--- config.mk ---
export PLATFORM = sky130hd
export DESIGN_NAME = decoder_scan_n
export DESIGN_NICKNAME = d
export VERILOG_FILES = /design/src/rtl/decoder_pkg.sv /design/src/rtl/decoder_scan_n_onehot_dec.sv /design/src/rtl/decoder_scan_n.sv
export SDC_FILE = /design/constraint.sdc
export NUM_CORES = 1
export LEC_CHECK = 0
export ABC_AREA = 1
export CAP_MARGIN = 5
export CORE_ASPECT_RATIO = 1.75
export CORE_MARGIN = 5
export CORE_UTILIZATION = 43
export CTS_CLUSTER_DIAMETER = 150
export DETAILED_ROUTE_END_ITERATION = 7
export PLACE_DENSITY_LB_ADDON = 0.15
export SLEW_MARGIN = 20
export SYNTH_ARGS = -nofsm -noshare
export SYNTH_HDL_FRONTEND = slang
export SYNTH_SLANG_ARGS = --single-unit
--- constraint.sdc ---
create_clock -name clk -period 1.36 [get_ports clk]
set_input_delay 0.408 -clock clk [delete_from_list [all_inputs] [get_ports clk]]
set_output_delay 0.408 -clock clk [all_outputs]
set_load 0.03 [all_outputs]
--- src/rtl/decoder_pkg.sv ---
// Shared types and helpers for the scanning one-hot decoder family.
package decoder_pkg;

   localparam int unsigned MAX_SEL_W = 8;
   localparam int unsigned MAX_OUT_W = 2**MAX_SEL_W;

   typedef enum logic [1:0] {
      ST_IDLE   = 2'd0,
      ST_DIRECT = 2'd1,
      ST_SCAN   = 2'd2
   } state_e;

   localparam logic MODE_DIRECT = 1'b0;
   localparam logic MODE_SCAN   = 1'b1;

   // One-hot of sel across out_w lines; all zero when sel is out of range.
   function automatic logic [MAX_OUT_W-1:0] onehot_f(input logic [MAX_SEL_W-1:0] sel,
                                                     input int unsigned out_w);
      onehot_f = '0;
      if (32'(sel) < out_w) onehot_f[sel] = 1'b1;
   endfunction

endpackage

--- src/rtl/decoder_scan_n_onehot_dec.sv ---
// Combinational range-checked one-hot decoder.
module onehot_dec
   import decoder_pkg::*;
#(
   parameter int unsigned SEL_W = 3,
   parameter int unsigned OUT_W = 2**SEL_W
) (
   input  logic [SEL_W-1:0] a,
   output logic [OUT_W-1:0] y
);

   always_comb begin
      y = '0;
      y = OUT_W'(onehot_f(MAX_SEL_W'(a), OUT_W));
   end

endmodule

--- src/rtl/decoder_scan_n.sv ---
// Registered one-hot decoder with a direct mode and a dwell-timed scan mode
// that walks the active line across all outputs and pulses wrap once per sweep.
module decoder_scan_n
   import decoder_pkg::*;
#(
   parameter int unsigned SEL_W   = 3,
   parameter int unsigned OUT_W   = 2**SEL_W,
   parameter int unsigned DWELL_W = 8
) (
   input  logic               clk,
   input  logic               rst_n,
   input  logic [SEL_W-1:0]   a,
   input  logic               enable,
   input  logic               mode,
   input  logic [DWELL_W-1:0] dwell,
   input  logic               load,
   output logic [OUT_W-1:0]   y,
   output logic [SEL_W-1:0]   idx,
   output logic               wrap
);

   localparam int unsigned       CMP_W   = SEL_W + 1;
   localparam logic [CMP_W-1:0]  OUT_W_C = CMP_W'(OUT_W);
   localparam logic [SEL_W-1:0]  LAST    = SEL_W'(OUT_W - 1);

   state_e             state_q, state_d;
   logic [DWELL_W-1:0] cnt_q, cnt_d;
   logic [SEL_W-1:0]   idx_d;
   logic               wrap_d;
   logic [OUT_W-1:0]   y_d;
   logic [OUT_W-1:0]   dec_y;
   logic               a_in_range_c;

   assign a_in_range_c = ({1'b0, a} < OUT_W_C);

   // Next-state: enable beats mode, scan entry/load beats dwell expiry.
   always_comb begin
      state_d = state_q;
      cnt_d   = cnt_q;
      idx_d   = idx;
      wrap_d  = 1'b0;
      if (!enable) begin
         state_d = ST_IDLE;
         idx_d   = '0;
         cnt_d   = '0;
      end else if (mode == MODE_DIRECT) begin
         state_d = ST_DIRECT;
         idx_d   = a;
         cnt_d   = '0;
      end else if (state_q != ST_SCAN || load) begin
         state_d = ST_SCAN;
         idx_d   = a_in_range_c ? a : '0;
         cnt_d   = dwell;
      end else if (cnt_q == '0) begin
         cnt_d  = dwell;
         wrap_d = (idx == LAST);
         idx_d  = (idx == LAST) ? '0 : idx + SEL_W'(1);
      end else begin
         cnt_d = cnt_q - DWELL_W'(1);
      end
   end

   onehot_dec #(
      .SEL_W (SEL_W),
      .OUT_W (OUT_W)
   ) u_dec (
      .a (idx_d),
      .y (dec_y)
   );

   // Out-of-range direct selects decode to zero inside onehot_dec.
   assign y_d = enable ? dec_y : '0;

   always_ff @(posedge clk or negedge rst_n) begin
      if (!rst_n) begin
         state_q <= ST_IDLE;
         cnt_q   <= '0;
         idx     <= '0;
         y       <= '0;
         wrap    <= 1'b0;
      end else begin
         state_q <= state_d;
         cnt_q   <= cnt_d;
         idx     <= idx_d;
         y       <= y_d;
         wrap    <= wrap_d;
      end
   end

endmodule

==> results of run 1 <==
==> worst max-delay path by stage <==
stage | cells past startpoint | end
floorplan | 8 | y[7]$_DFF_PN0_
global placement | 8 | y[6]$_DFF_PN0_
detailed placement | 8 | y[6]$_DFF_PN0_
CTS | 10 | y[5]$_DFF_PN0_
global route | 9 | y[2]$_DFF_PN0_
finish | 10 | y[5]$_DFF_PN0_
==> where the power goes <==
part | switching (mW) | internal (mW)
sequential | 0.0191 | 0.683
combinational | 0.263 | 0.222
clock | 0.219 | 0.393
==> routing by layer <==
| metal | up-vias | global-route usage | part of all wire |
|---|---|---|---|
| li1 | 532 | - | - |
| met1 | 544 | 0.155 | 0.33 |
| met2 | 24 | 0.351 | 0.60 |
| met3 | 11 | 0.0345 | 0.036 |
| met4 | 0 | 0.0889 | 0.031 |
| met5 | - | 0 | 0 |
==> cells by family (layout without fill, tap and decap cells) <==
group                      after synthesis  in the layout
AOI/OAI and AO/OA                       20             20
xor gates and xnor gates                 3              3
adders and majority gates                3              3
buffers and inverters                   21             76
DFF                                     22             22
and+or+nand+nor                         65             65
==> repair_timing <==
| action | CTS | global route |
|---|---|---|
| pin swaps | 17 | 7 |
| endpoints found under the setup margin | 23 | 22 |
| resized for setup | 39 | 21 |
| setup buffers | 6 | 1 |
==> cells in the final DEF (no fill, tap or decap), types with 3 or more instances in the layout <==
cell type / instances
clkbuf_8: 3
ha_4: 3
a21oi_2: 3
nand2_2: 11
nor2_2: 8
dfrtp_1: 20
nand2_4: 3
nor2_4: 3
xor2_1: 3
inv_1: 12
o21ai_2: 8
buf_4: 28
a21oi_1: 3
inv_2: 5
clkdlybuf4s50_1: 15
nand3_4: 3
nand3_2: 7
nor2_1: 11
nand2_1: 13
buf_6: 9
==> sequential cells by signal, summed over array words and instances, names as in the netlist <==
register  count
state_q       2
y             8
cnt_q         8
wrap          1
idx           3
==> worst register-to-register path, delay by kind of cell, from the launching register on <==
| kind | cells | cell delay, ns |
|---|---|---|
| adder cells (fa/ha/maj) | 1 | 0.16 |
| buffers and inverters | 1 | 0.08 |
| flip-flops | 1 | 0.40 |
| AND/OR/NAND/NOR | 8 | 0.73 |
==> final cells by class <==
cell class                      count  area share
Clock buffer                        3      0.0216
Sequential cell                    22       0.289
Multi-Input combinational cell     91       0.365
Clock inverter                      1      0.0157
Timing Repair Buffer               53       0.252
Tap cell                           26      0.0170
Inverter                           19      0.0399
==> metrics, run 1 <==
largest family of logic cells by synthesized area simple AND/OR/NAND/NOR gates; worst skew pair latency 0.27 ns; top post-synthesis cells by area dfrtp_1 (49%), nand2_1 (8.0%), nor2_1 (5.6%); critical path arrival 1.66 ns; global route overflow 0; Netlist cell types 21; die area 3800 um2; commonest cells in the netlist nand2_1 (24), dfrtp_1 (22), nor2_1 (17), inv_1 (16), nand3_1 (7); initial antenna violation count 0; Root Driver clkbuf_8; Slew headroom 0.823; post-synthesis mux area share 0; worst r2r dst y[5]$_DFF_PN0_; Setup Total Neg Slack -0.812 ns; Final Hold Viols 0; Mapped Area 1130 um2; CP max stage delay 0.40 ns; Yosys reg bits 22; post-route cell area 1910 um2; routability congestion estimate 0.864; vias in the first global route 1,261; largest area contributor in the netlist dfrtp_1; Syn-to-layout area delta 69.0%; crit start category flop; cells along the critical path inv_2, ha_4, nand2_2, nor2_4, nand2_4, nand2_1, nand3_2, nand2_2, nand3_2, nor2_1; syn nets 153; area occupied by multi-input gates 697 um2; reg-to-reg critical path startpoint cnt_q[0]$_DFF_PN0_; Syn Area/Cell 8.44 um2; CTS H-tree lvls 1; utilization after layout 0.758; CP Buf/Inv Count 1; delay-heaviest family, CP simple AND/OR/NAND/NOR gates; Setup Crit Path Kind reg2reg; setup slack at placement -0.394 ns; Synth top area share 0.487; placed insts 205; crit end category flop; Routed Antenna Nets 0; Setup Skew 0.00453 ns; die height 77.8 um; ratio of cells with drive above 1 in the final layout 0.550; Lkg Pwr 0.914 nW; Post-Synth Simple-Gate Area 0.285; setup violators final 15; fraction of registers with async set/reset 1.00; Highest Clock Rate 685 MHz; failing checks setup timing; unrepaired setup endpoints after global routing yes; dpl cell area 1610 um2; compound-gate portion of the synthesized area 0.0951; Die X 48.8 um; Post-DP HPWL 2300 um; Clock Path Buffers 2; Tcrit/Tclk final 1.07; main flop type after synthesis dfrtp_1; DRT iter0 DRCs 21; Hold WS 0.484 ns; routed len/inst 15.4 um; Pwr Total 1.80 mW; largest net degree at the start of global routing 23; via count 1,111; NumNets Final 209; number of flops mapped to enable cells by yosys 0; Crit-path slowest cell dfrtp_1; drt first pass iters 4; Non-Filler Instances 215; worst-margin pin slew 0.265 ns; Synth Area in XOR/XNOR 0.0232; cts hold-fix bufs 0; Initial Util 0.448; number of vias per cell 5.17; Num CTS Buffers 3; VDD IR max 0.919 mV; r2r setup slk -0.10 ns; Layout fillers 174; Hold/Removal Path Class in2async; DRC errors left 0; Reg area 553 um2; Power per Cell Area 941 nW/um2; GRT Total Usage 0.175; WP data required 1.56 ns; worst reg2reg path depth 10; Post-Synth Adder-Cell Area 0.0332; sequential share of the synthesized area 0.487; CTS tree done; Reg clk slew, reported paths 0.08 ns; status finished with violations; Core Area 2520 um2; row cnt 24; antenna diode count 0; final worst slack -0.100 ns; Port Buf Inserts 27; CP max FO 4; Routed WL 3320 um; most numerous cell in the Yosys netlist nand2_1; Yosys warnings 0; cell count after synthesis 134; Critical Path Source cnt_q[0]$_DFF_PN0_; # IOs 28; first-pass GRT wire length 5290 um; Max Cap Violations 0; min Tclk post-route 1.46 ns; clock sink total 22; max-slew violations 0
Note: power is estimated with default switching activity, not from simulation.
==> run 2: changes to the inputs <==
--- a/config.mk
+++ b/config.mk
@@ -7,12 +7,11 @@
 export LEC_CHECK = 0
 export ABC_AREA = 1
 export CAP_MARGIN = 5
-export CORE_ASPECT_RATIO = 1.75
 export CORE_MARGIN = 5
-export CORE_UTILIZATION = 43
+export CORE_UTILIZATION = 28
 export CTS_CLUSTER_DIAMETER = 150
 export DETAILED_ROUTE_END_ITERATION = 7
-export PLACE_DENSITY_LB_ADDON = 0.15
+export PLACE_DENSITY = 0.62
 export SLEW_MARGIN = 20
 export SYNTH_ARGS = -nofsm -noshare
 export SYNTH_HDL_FRONTEND = slang
==> run 2 against run 1 <==
Compared with the run above:
- the run still ends with setup timing left
- sequential share of layout area increased by 0.90 points
- fmax increased by 2.4%
- register-to-register slack improved by 0.03 ns
- first-iteration DRC count increased by 130%
- count of clock-buffer cells in the layout increased by 1
- clock power decreased by 22%
- global-route usage decreased by 6.8 points
- die area increased by 43%
- via count decreased by 8.6%
- highest routed layer unchanged
==> metrics, run 2 (same netlist as run 1, synthesis figures left out) <==
DRC errors left 0; dpl cell area 1620 um2; setup slack at placement -0.384 ns; number of vias per cell 4.34; Internal Pwr Total 1.15 mW; Non-Filler Instances 234; status finished with violations; NumNets Final 204; Core Area 3970 um2; Crit-path slowest cell dfrtp_1; worst skew pair latency 0.26 ns; min Tclk post-route 1.43 ns; utilization after layout 0.467; die area 5410 um2; Final Hold Viols 0; row cnt 23; Initial Util 0.285; worst-margin pin slew 0.272 ns; unrepaired setup endpoints after global routing yes; Reg clk slew, reported paths 0.08 ns; reg-to-reg critical path startpoint cnt_q[0]$_DFF_PN0_; via count 1,016; CP Buf/Inv Count 2; Slew headroom 0.818; Lkg Pwr 0.873 nW; Syn-to-layout area delta 63.9%; CP max FO 4; Flop pwr share 0.433; Port Buf Inserts 27; biggest regs cnt_q x8, y x8, idx x3; Routed WL 2680 um; largest net degree at the start of global routing 23; Setup Crit Path Kind reg2reg; Num CTS Buffers 3; switching power total 0.472 mW; Highest Clock Rate 701 MHz; Net Sw Frac 0.291; cells along the critical path inv_2, ha_4, nand2_4, nor2_4, nand2_2, nand2_1, nand2_1, nand2_2, inv_2, nand2_2, nor2_1; CP max stage delay 0.39 ns; Clock Path Buffers 2; cts hold-fix bufs 0; drt first pass iters 4; Met2 Wirelength 1300 um; Pwr Total 1.62 mW; Post-DP HPWL 1990 um; DR top layer met4; delay-heaviest family, CP simple AND/OR/NAND/NOR gates; crit start category flop; leading cell type in the layout, fill and taps excluded buf_4; clock sink total 22; failing checks setup timing; CTS tree done; first-pass GRT wire length 4530 um; Routed Antenna Nets 0; max-slew violations 0; Setup Skew 0.00452 ns; setup violators final 10; die height 73.6 um; crit end category flop; M1 WL 1210 um; Setup Total Neg Slack -0.485 ns; # IOs 28; Tcrit/Tclk final 1.05; CTS H-tree lvls 1; Met3 Wirelength 102 um; final worst slack -0.0666 ns; WP data required 1.52 ns; Critical Path Source cnt_q[0]$_DFF_PN0_; critical path arrival 1.58 ns; VDD IR max 0.290 mV; antenna diode count 0; vias in the first global route 1,012; Max Cap Violations 0; placed insts 226; cell mode on critical path nand2_2; Root Driver clkbuf_8; DRT iter0 DRCs 48; post-route cell area 1850 um2; Comb power frac 0.272; Hold WS 0.476 ns; Hold/Removal Path Class in2async; routed len/inst 11.5 um; routability congestion estimate 0.830; Power per Cell Area 874 nW/um2; clock network power share 0.295; Die X 73.6 um; most frequent cells in the layout buf_4 (25), dfrtp_1 (20), nand2_1 (15), nor2_1 (14), clkdlybuf4s50_1 (14); initial antenna violation count 0; GRT Total Usage 0.107; global route overflow 0; ratio of cells with drive above 1 in the final layout 0.484
## run 2: cell types whose count changed in the layout (fill, tap and decap cells not counted), sizes merged
| cell | before | now |
|---|---|---|
| buf | 38 | 33 |
| bufinv | 1 | 0 |
| clkbuf | 3 | 4 |
| clkdlybuf4s50 | 15 | 14 |
| clkinvlp | 0 | 1 |
| dlygate4sd2 | 0 | 1 |
| inv | 19 | 18 |
## run 2: path summary, 6_finish.rpt
kind | cells past startpoint | end | slack (ns)
setup / recovery | 11 | y[3]$_DFF_PN0_ | -0.07
max in group asynchronous | 2 | idx[0]$_DFF_PN0_ | 0.73
hold reg to reg | 2 | cnt_q[0]$_DFF_PN0_ | 0.55
setup reg to reg | 11 | y[3]$_DFF_PN0_ | -0.07
min in group clk | 2 | state_q[0]$_DFFE_PN0P_ | 0.48
hold / removal | 2 | cnt_q[1]$_DFF_PN0_ | 0.48
## run 2: what timing repair did
item	CTS	global route
pin swaps	15	11
endpoints found under the setup margin	21	22
setup buffers	3	1
resized for setup	29	18
hold endpoints to repair	0	0
## run 2: routing by layer
metal,vias to the layer above,GRT usage
li1,523,-
met1,466,0.150
met2,20,0.160
met3,7,0.0164
met4,0,0.0483
met5,-,0
## run 2: worst register-to-register path, cell delays in order, from the launching register on
cell and delay, ns:
dfrtp_1 0.39, inv_2 0.08, ha_4 0.17, nand2_4 0.07, nor2_4 0.15, nand2_2 0.08
nand2_1 0.07, nand2_1 0.06, nand2_2 0.10, inv_2 0.06, nand2_2 0.06, nor2_1 0.04
## run 2: layout make-up
type                            instances  area (um2)
Fill cell                             390        2120
Multi-Input combinational cell         91         662
Sequential cell                        22         553
Timing Repair Buffer                   48         444
Inverter                               19        77.6
Tap cell                               50        62.6
Clock buffer                            4        55.1
## run 2: power groups by stage
stage	clock network [mW]	registers, mW	logic, mW
finish	0.477	0.702	0.442
global route	0.517	0.706	0.484
CTS	0.487	0.702	0.408
detailed placement	0	0.714	0.367
global placement	0	0.714	0.368
floorplan	0	0.747	0.169
==> variant: new RTL, settings of run 1 <==
`DWELL_W`: 8 -> 7.
--- a/src/rtl/decoder_scan_n.sv
+++ b/src/rtl/decoder_scan_n.sv
@@ -6,5 +6,5 @@
    parameter int unsigned SEL_W   = 3,
    parameter int unsigned OUT_W   = 2**SEL_W,
-   parameter int unsigned DWELL_W = 8
+   parameter int unsigned DWELL_W = 7
 ) (
    input  logic               clk,
Ports: changed (resized dwell); port bits go from 28 to 27. The function was not compared with the original's and may differ.
==> variant against run 1 <==
- the run still ends with negative setup slack left
- worst setup slack worse by 0.037 ns
- clock power shrank 34%
- sequential power is 4.0% lower
- hold slack better by 0.0073 ns
- sequential cell count is 1 lower
- design area shrank 9.8%
- routed wire length shrank 22%
- total power fell by 18%
- synthesized area decreased by 3.3%
- critical path depth shrank 1
- global-route usage fell by 3.1 points
- non-clock buffer count is 7 lower
- critical path type unchanged
- largest power group unchanged
- highest routed layer unchanged
==> variant: results (changes against run 1) <==
| Metric | Value |
|---|---|
| Synth cell types | 22 (was 21) |
| Cell taking the most area after synthesis | dfrtp_1 (unchanged) |
| Crit-path max FO | 3 (was 4) |
| CTS clock-pin slew for the worst setup and hold paths | 0.08 ns (about the same) |
| DRC viols | 0 (unchanged) |
| Post-synthesis mux area share | 0% (unchanged) |
| PortBufs | 26 (was 27) |
| Largest regs | y x8, cnt_q x7, idx x3 (was cnt_q x8, y x8, idx x3) |
| Top cells by count, synth | dfrtp_1, inv_1, nand2_1 (was nand2_1, dfrtp_1, nor2_1) |
| Lkg Pwr | 0.000853 uW (was 0.000914 uW) |
| Layout cells sized above 1 | 48.6% (was 55.0%) |
| Antenna violations before repair | 0 (unchanged) |
| Total number of vias | 985 (was 1111) |
| First-pass GRT wire length | 3990 um (was 5290 um) |
| Setup ws final | -0.137 ns (was -0.100 ns) |
| Critical Path AT | 1.65 ns |
| Largest cells by area after synthesis | dfrtp_1, inv_1, nand2_1, nor2_1, ha_1 (was dfrtp_1, nand2_1, nor2_1, inv_1, nand3_2) |
| Cts bufs inserted | 3 (unchanged) |
| Largest net degree at the start of global routing | 22 (was 23) |
| Initial drt markers | 15 (was 21) |
| Vias in the first global route | 1034 (was 1261) |
| Status | complete, but fails checks (unchanged) |
| Violated checks | negative setup slack (unchanged) |
| Worst path slowest cell | dfrtp_2 (was dfrtp_1) |
| Clock Latency Late Sink | 0.26 ns |
| Root Driver | clkbuf_8 (unchanged) |
| Diodes inserted | 0 (unchanged) |
| Clock Skew | 0.00476 ns (was 0.00453 ns) |
| Routability-driven placement congestion ratio | 0.844 (was 0.864) |
| Grt met1 use | 12.8% (was 15.5%) |
| Nets@finish | 193 (was 209) |
| Synth Area in Compound Gates | 6.86% (was 9.51%) |
| Pre-CTS WS | -0.403 ns (was -0.394 ns) |
| Worst VDD drop | 0.575 mV (was 0.919 mV) |
| CP peak stage delay | 0.44 ns (was 0.40 ns) |
| GRT Overall Usage | 14.4% (was 17.5%) |
| H-tree Lvls | 1 (unchanged) |
| Warnings from Yosys | 0 (unchanged) |
| Sequential fraction of the synthesis area | 48.1% (was 48.7%) |
| HP Class | in -> async (unchanged) |
| Ys async rst share | 100% (unchanged) |
| Post-Synth XOR/XNOR Area | 3.20% (was 2.32%) |
| Adder-Cell Fraction of Synth Area | 4.58% (was 3.32%) |
| Mapped Nets | 143 (was 153) |
| Post-DR wirelength/cell | 13.0 um (was 15.4 um) |
| Final HPWL DP | 1950 um (was 2300 um) |
| Met3 usage | 1.87% (was 3.45%) |
| DR pass1 iterations | 3 (was 4) |
| Slew @ Worst Pin | 0.301 ns (was 0.265 ns) |
| Clk buf depth | 2 (unchanged) |
| GR Layer Usage met2 | 27.6% (was 35.1%) |
| Final setup viols | 19 (was 15) |
variant: cell types whose count changed in the layout (fill, tap and decap cells not counted), sizes merged, moves of 3 or more:
| cell | delta |
|---|---|
| nor2 | -3 |
| nand4 | +3 |
| buf | -6 |
| nand2 | -5 |
variant: layer usage:
metal	wire, um	part of all wire, %	vias to the layer above
met4	119	4.6	0
met2	1500	58	30
li1	-	-	484
met1	802	31	458
met3	155	6.0	13
met5	0	0	-
variant: final cells by class:
class	count	area [sq um]
fill	200	737
multi-input combinational	80	592
clock buffer	3	41.3
sequential	21	528
clock inverter	1	5.00
inverter	22	92.6
timing repair buffer	46	434
tap	26	32.5
variant: worst paths after layout:
kind,endpoint,start,cells after the start
setup / recovery,idx[2],idx[0],9
hold / removal,y[4],rst_n,2
setup reg to reg,idx[2],idx[0],9
hold reg to reg,cnt_q[6],cnt_q[6],2
max in group asynchronous,idx[1],rst_n,2
min in group clk,cnt_q[6],cnt_q[6],2
variant: kinds of logic (layout without fill, tap and decap cells):
| logic type | after synthesis | in the layout |
|---|---|---|
| adder cells (fa/ha/maj) | 4 | 4 |
| AO/OA/AOI/OAI | 15 | 15 |
| buffers and inverters | 23 | 72 |
| XOR/XNOR | 4 | 4 |
| AND/OR/NAND/NOR | 57 | 57 |
| flip-flops | 21 | 21 |
variant: timing repair:
| action | in CTS | in global routing |
|---|---|---|
| resized for setup | 24 | 17 |
| endpoints found under the setup margin | 21 | 22 |
| pin swaps | 13 | 11 |
| setup buffers | 3 | 2 |
variant: per-stage QoR:
step / hold slack, ns / utilization [%] / instances / cell area, sq um / setup TNS (ns)
floorplan: 0.112 / - / 124 / 1120 / -0.713
global placement: 0.523 / 61.4 / 190 / 1510 / -5.11
detailed placement: 0.538 / 61.4 / 190 / 1510 / -5.52
CTS: 0.494 / 67.3 / 197 / 1660 / -1.45
global route: 0.506 / 70.1 / 199 / 1730 / -3.75
finish: 0.492 / 70.1 / 199 / 1730 / -1.98
variant: power by group:
group | internal, uW | switching [uW] | total (uW)
clock | 204 | 199 | 403
combinational | 188 | 207 | 395
sequential | 652 | 21.8 | 674
variant: worst max-delay path, delay by kind of cell (launching register included):
family,cells,cell delay (ns)
adder cells (fa/ha/maj),2,0.37
buffers and inverters,3,0.23
flip-flops,1,0.44
AND/OR/NAND/NOR,4,0.35
